`config.mk`:
```
export PLATFORM = sky130hd
export DESIGN_NAME = dec_stage
export DESIGN_NICKNAME = d
export VERILOG_FILES = /design/src/rtl/dec_stage.sv
export SDC_FILE = /design/constraint.sdc
export NUM_CORES = 2
export LEC_CHECK = 0
export ABC_AREA = 1
export ABC_CLOCK_PERIOD_IN_PS = 3300
export BUFFER_PORTS_ARGS = -buffer_cell sky130_fd_sc_hd__buf_2
export CAP_MARGIN = 20
export CORE_UTILIZATION = 40
export CTS_CLUSTER_SIZE = 14
export DETAILED_ROUTE_END_ITERATION = 7
export GPL_TIMING_DRIVEN = 1
export PLACE_DENSITY = 0.52
export REMOVE_ABC_BUFFERS = 1
export SYNTH_ARGS = -nofsm -noshare
export SYNTH_HDL_FRONTEND = slang
export SYNTH_SLANG_ARGS = --single-unit
export TNS_END_PERCENT = 1
```
`constraint.sdc`:
```
create_clock -name Clk -period 3.3 [get_ports Clk]
set_clock_uncertainty 0.05 [all_clocks]
set_input_delay 0.66 -clock Clk [delete_from_list [all_inputs] [get_ports Clk]]
set_output_delay 0.66 -clock Clk [all_outputs]
set_load 0.02 [all_outputs]
```
`src/rtl/dec_stage.sv`:
```
// Decode stage: 32x32 register file, immediate extension and registered operand capture.
// Define DEC_STAGE_BYPASS_EN to forward same-edge writeback data into captured operands.
module dec_stage (
    input  logic        Clk,
    input  logic        Reset,
    input  logic [31:0] Instr,
    input  logic        Instr_valid,
    input  logic        Stall,
    input  logic        Flush,
    input  logic        RF_WrEn,
    input  logic [4:0]  RF_WrAddr,
    input  logic        RF_WrData_sel,
    input  logic [31:0] ALU_out,
    input  logic [31:0] MEM_out,
    input  logic        RF_B_sel,
    input  logic [1:0]  ImmExt,
    output logic [31:0] RF_A,
    output logic [31:0] RF_B,
    output logic [31:0] Immed,
    output logic [5:0]  Opcode,
    output logic [4:0]  Rd,
    output logic        Dec_valid
);
    logic [31:0] regs [32];
    logic [31:0] wr_data, rd_a, rd_b, imm_ext;
    logic [4:0]  addr_a, addr_b;
    logic [15:0] imm16;

    assign wr_data = RF_WrData_sel ? MEM_out : ALU_out;
    assign addr_a  = Instr[25:21];
    assign addr_b  = RF_B_sel ? Instr[20:16] : Instr[15:11];
    assign imm16   = Instr[15:0];

    // r0 is never written, but reads are forced to zero so the bypass path cannot leak into it.
    always_comb begin
        rd_a = (addr_a == 5'd0) ? 32'd0 : regs[addr_a];
        rd_b = (addr_b == 5'd0) ? 32'd0 : regs[addr_b];
`ifdef DEC_STAGE_BYPASS_EN
        if (RF_WrEn && RF_WrAddr != 5'd0 && RF_WrAddr == addr_a) rd_a = wr_data;
        if (RF_WrEn && RF_WrAddr != 5'd0 && RF_WrAddr == addr_b) rd_b = wr_data;
`endif
    end

    always_comb begin
        case (ImmExt)
            2'b00:   imm_ext = {16'h0000, imm16};
            2'b01:   imm_ext = {{16{imm16[15]}}, imm16};
            2'b10:   imm_ext = {{14{imm16[15]}}, imm16, 2'b00};
            default: imm_ext = {imm16, 16'h0000};
        endcase
    end

    always_ff @(posedge Clk) begin
        if (!Reset) begin
            for (int i = 0; i < 32; i++) regs[i] <= 32'd0;
        end else if (RF_WrEn && RF_WrAddr != 5'd0) begin
            regs[RF_WrAddr] <= wr_data;
        end
    end

    // Flush loads the operands like a normal capture but marks them dead, overriding Stall.
    always_ff @(posedge Clk) begin
        if (!Reset) begin
            RF_A      <= 32'd0;
            RF_B      <= 32'd0;
            Immed     <= 32'd0;
            Opcode    <= 6'd0;
            Rd        <= 5'd0;
            Dec_valid <= 1'b0;
        end else if (Flush || !Stall) begin
            RF_A      <= rd_a;
            RF_B      <= rd_b;
            Immed     <= imm_ext;
            Opcode    <= Instr[31:26];
            Rd        <= Instr[20:16];
            Dec_valid <= Instr_valid && !Flush;
        end
    end
endmodule
```
==> run_results.csv <==
group,metric,value,unit
routing,route.detailed.drc,0,
grt,grt_pass1_wl,377000,um
floorplanning,core,0.150,sq mm
worst_setup_path,worstSetupPathType,"reg -> out",
routing,dr.pass1.iters,8,
sta,period_needed,2.53,ns
place,dpl.hpwl,165000,um
grt,globalRouteTotalUtil,33.9,%
worst_setup_path,crit_path_end_kind,"primary output",
sta,setup_viol,0,
hold_path,hold_path.class,"in -> reg",
clock_network,postCtsSetupRepairBufs,0,
worst_setup_path,start_kind,"register",
worst_setup_path,slowest_delay,0.74,ns
sta,maxSlewHeadroom,39.5,%
grt,first_global_vias,54200,
cells_and_area,fillers,14600,
pwr,power_density,545,mW/mm^2
cells_and_area,final_layout_size_suffix_gt1_share,11.2,%
worst_setup_path,crit_start,"RF_B[26]",
synthesis,syn-instance-count,7445,
grt,grt_overflow,0,
place,portBuffers,218,
synthesis,netlist.area_leader.share,50.8,%
clock_network,clk_pin_slew_worst_paths,0.06,ns
cells_and_area,final_nets,7606,
floorplanning,initial_core_util,40.3,%
synthesis,synth.area.top_cells,"edfxtp_1 51%, nand2_1 12%, nand3_1 9.7%, nor2_1 8.7%, dfxtp_1 3.6%",
cells_and_area,final_common_cell,"nand2_1",
clock_network,cts_tree,"done",
synthesis,synth.avg_cell_area,8.13,sq um
floorplanning,dieHeight,391,um
clock_network,htree_levels,4,
clock_network,cts_root_buf,"clkbuf_16",
clock_network,insertion_delay,0.79,ns
worst_setup_path,worstPathArrival,1.82,ns
worst_setup_path,crit_chain,"buf_2",
synthesis,yosys_warnings,0,
worst_setup_path,path_depth,1,
worst_setup_path,crit_family,"flip-flops",
synthesis,synthDistinctLibCells,34,
floorplanning,io_pins,219,
cells_and_area,multi_input_area,0.0248,sq mm
sta,fmax,0.396,GHz
sta,finalHoldViolCount,0,
cells_and_area,syn_to_final_growth,16.0,%
clock_network,cts_num_sinks,1132,
clock_network,ctsResizeCount,0,
routing,wirelength,264000,um
cells_and_area,seq_area,0.0329,sq mm
worst_setup_path,r2r_end,"RF_A[21]",
sta,final-max-slew-violation-count,0,
worst_setup_path,slowest_stage,"dfxtp_1",
worst_setup_path,crit_path_max_fanout,3,
routing,viasPerCell,5.93,
grt,grt_max_degree,107,
job,cap_violations,0,
worst_setup_path,r2r_start,"regs[9][21]",
clock_network,clockBufferDepth,3,
synthesis,yosysSeqAreaShare,54.4,%
sta,worst_slew_pin_slew,0.907,ns
routing,ant_nets,0,
routing,drt_iter0_drc,7460,
floorplanning,fp.dieW,391,um
worst_setup_path,path_buf_inv,1,
sta,rsz0062_at_grt,"no",
floorplanning,rows,142,
floorplanning,dieArea,0.153,sq mm
worst_setup_path,endpoint,"RF_B[26]",
clock_network,cts_inserted_buffers,136,
synthesis,yosysTopAreaCell,"edfxtp_1",
cells_and_area,final_core_util,46.8,%
pwr,p_leak,28.2,nW
pwr,peakVddDrop,532,uV
worst_setup_path,ff2ff_path_depth,9,
worst_setup_path,ff2ff_setup_slack,1.41,ns
synthesis,synth-seq-cells,1132,
synthesis,synth_area,0.0605,sq mm
clock_network,cts_hold_buf,0,
place,dpl_cell_area,0.0658,sq mm
sta,post-route-period-util,76.6,%
worst_setup_path,worstPathRequired,2.59,ns
cells_and_area,final_cell_mix,"1,927 x nand2_1, 1,397 x nor2_1, 1,171 x nand3_1, 1,024 x edfxtp_1, 426 x o21ai_0",
routing,wl_per_cell,27.4,um
status,status,"finished, final reports clean",
cells_and_area,design_area,0.0702,sq mm
grt,antenna_found_initial,13,
place,place_congestion,0.907,
routing,vias,57000,
## registers in the layout, indices dropped and copies added, names as in the netlist
register   count
Dec_valid      1
regs        1024
RF_B          32
Opcode         6
Rd             5
Immed         32
RF_A          32
## cells by family (layout without fill, tap and decap cells)
logic type             after synthesis  after routing  synth area share, %
and+or+nand+nor                   4554           4554                 30.8
DFF                               1132           1132                 54.4
AOI/OAI and AO/OA                  929            929                 8.59
buffers and inverters              797            926                 5.72
muxes                               32             32                0.529
other                                1             33              0.00620
## metal layers
| layer | GRT usage (%) | vias to the layer above | wire (um) |
|---|---|---|---|
| met4 | 20.6 | 18 | 17100 |
| met1 | 44.2 | 27600 | 103000 |
| met2 | 51.3 | 3576 | 115000 |
| met5 | 0 | - | 101 |
| li1 | - | 25200 | - |
| met3 | 7.74 | 654 | 28000 |
## layout make-up
type | instances | share of cell area, %
Timing Repair Buffer | 563 | 7.23
Antenna cell | 1 | 0.00357
Clock inverter | 56 | 0.628
Sequential cell | 1132 | 46.9
Tap cell | 2016 | 3.60
Inverter | 115 | 0.658
Clock buffer | 192 | 5.58
Multi-Input combinational cell | 5547 | 35.4
## report_power, final
part	total (W)	internal (W)	switching (W)
Combinational	0.00625	0.00177	0.00448
Clock	0.0150	0.00867	0.00630
Sequential	0.0170	0.0165	0.000556
Total	0.0382	0.0269	0.0113
## cell usage after synthesis, drive strengths merged
cell	count
a21oi	209
nand3	1171
clkinv	1
nand2	1972
o41ai	1
inv	114
o211ai	6
o22ai	124
edfxtp	1024
dfxtp	108
buf	367
a21boi	125
nor4	1
mux2i	32
clkbuf	315
nor3	8
o21ai	433
or2	2
a221oi	4
o21a	1
nor2	1400
conb	1
a31oi	26
## stage by stage
stage               power (W)  std cells  setup TNS, ns  setup WS [ns]  hold WS, ns
floorplan              0.0202       6794        -339.80          -6.63        0.495
detailed placement     0.0234       9373              0          0.166        0.402
CTS                    0.0382       9621              0          0.811       0.0124
global route           0.0393       9621              0          0.785       0.0514
global placement       0.0234       9373              0         0.0996        0.400
finish                 0.0382       9622              0          0.772       0.0481
## worst min-delay path by stage
stage,cells after the start,start,end
final,2,Flush,Dec_valid
after global routing,2,Flush,Dec_valid
after CTS,2,Flush,Dec_valid
after detailed placement,2,RF_B[16],RF_B[16]
after global placement,2,RF_A[10],RF_A[10]
after floorplan,2,Immed[0],Immed[0]
Note: power is estimated with default switching activity, not from simulation.
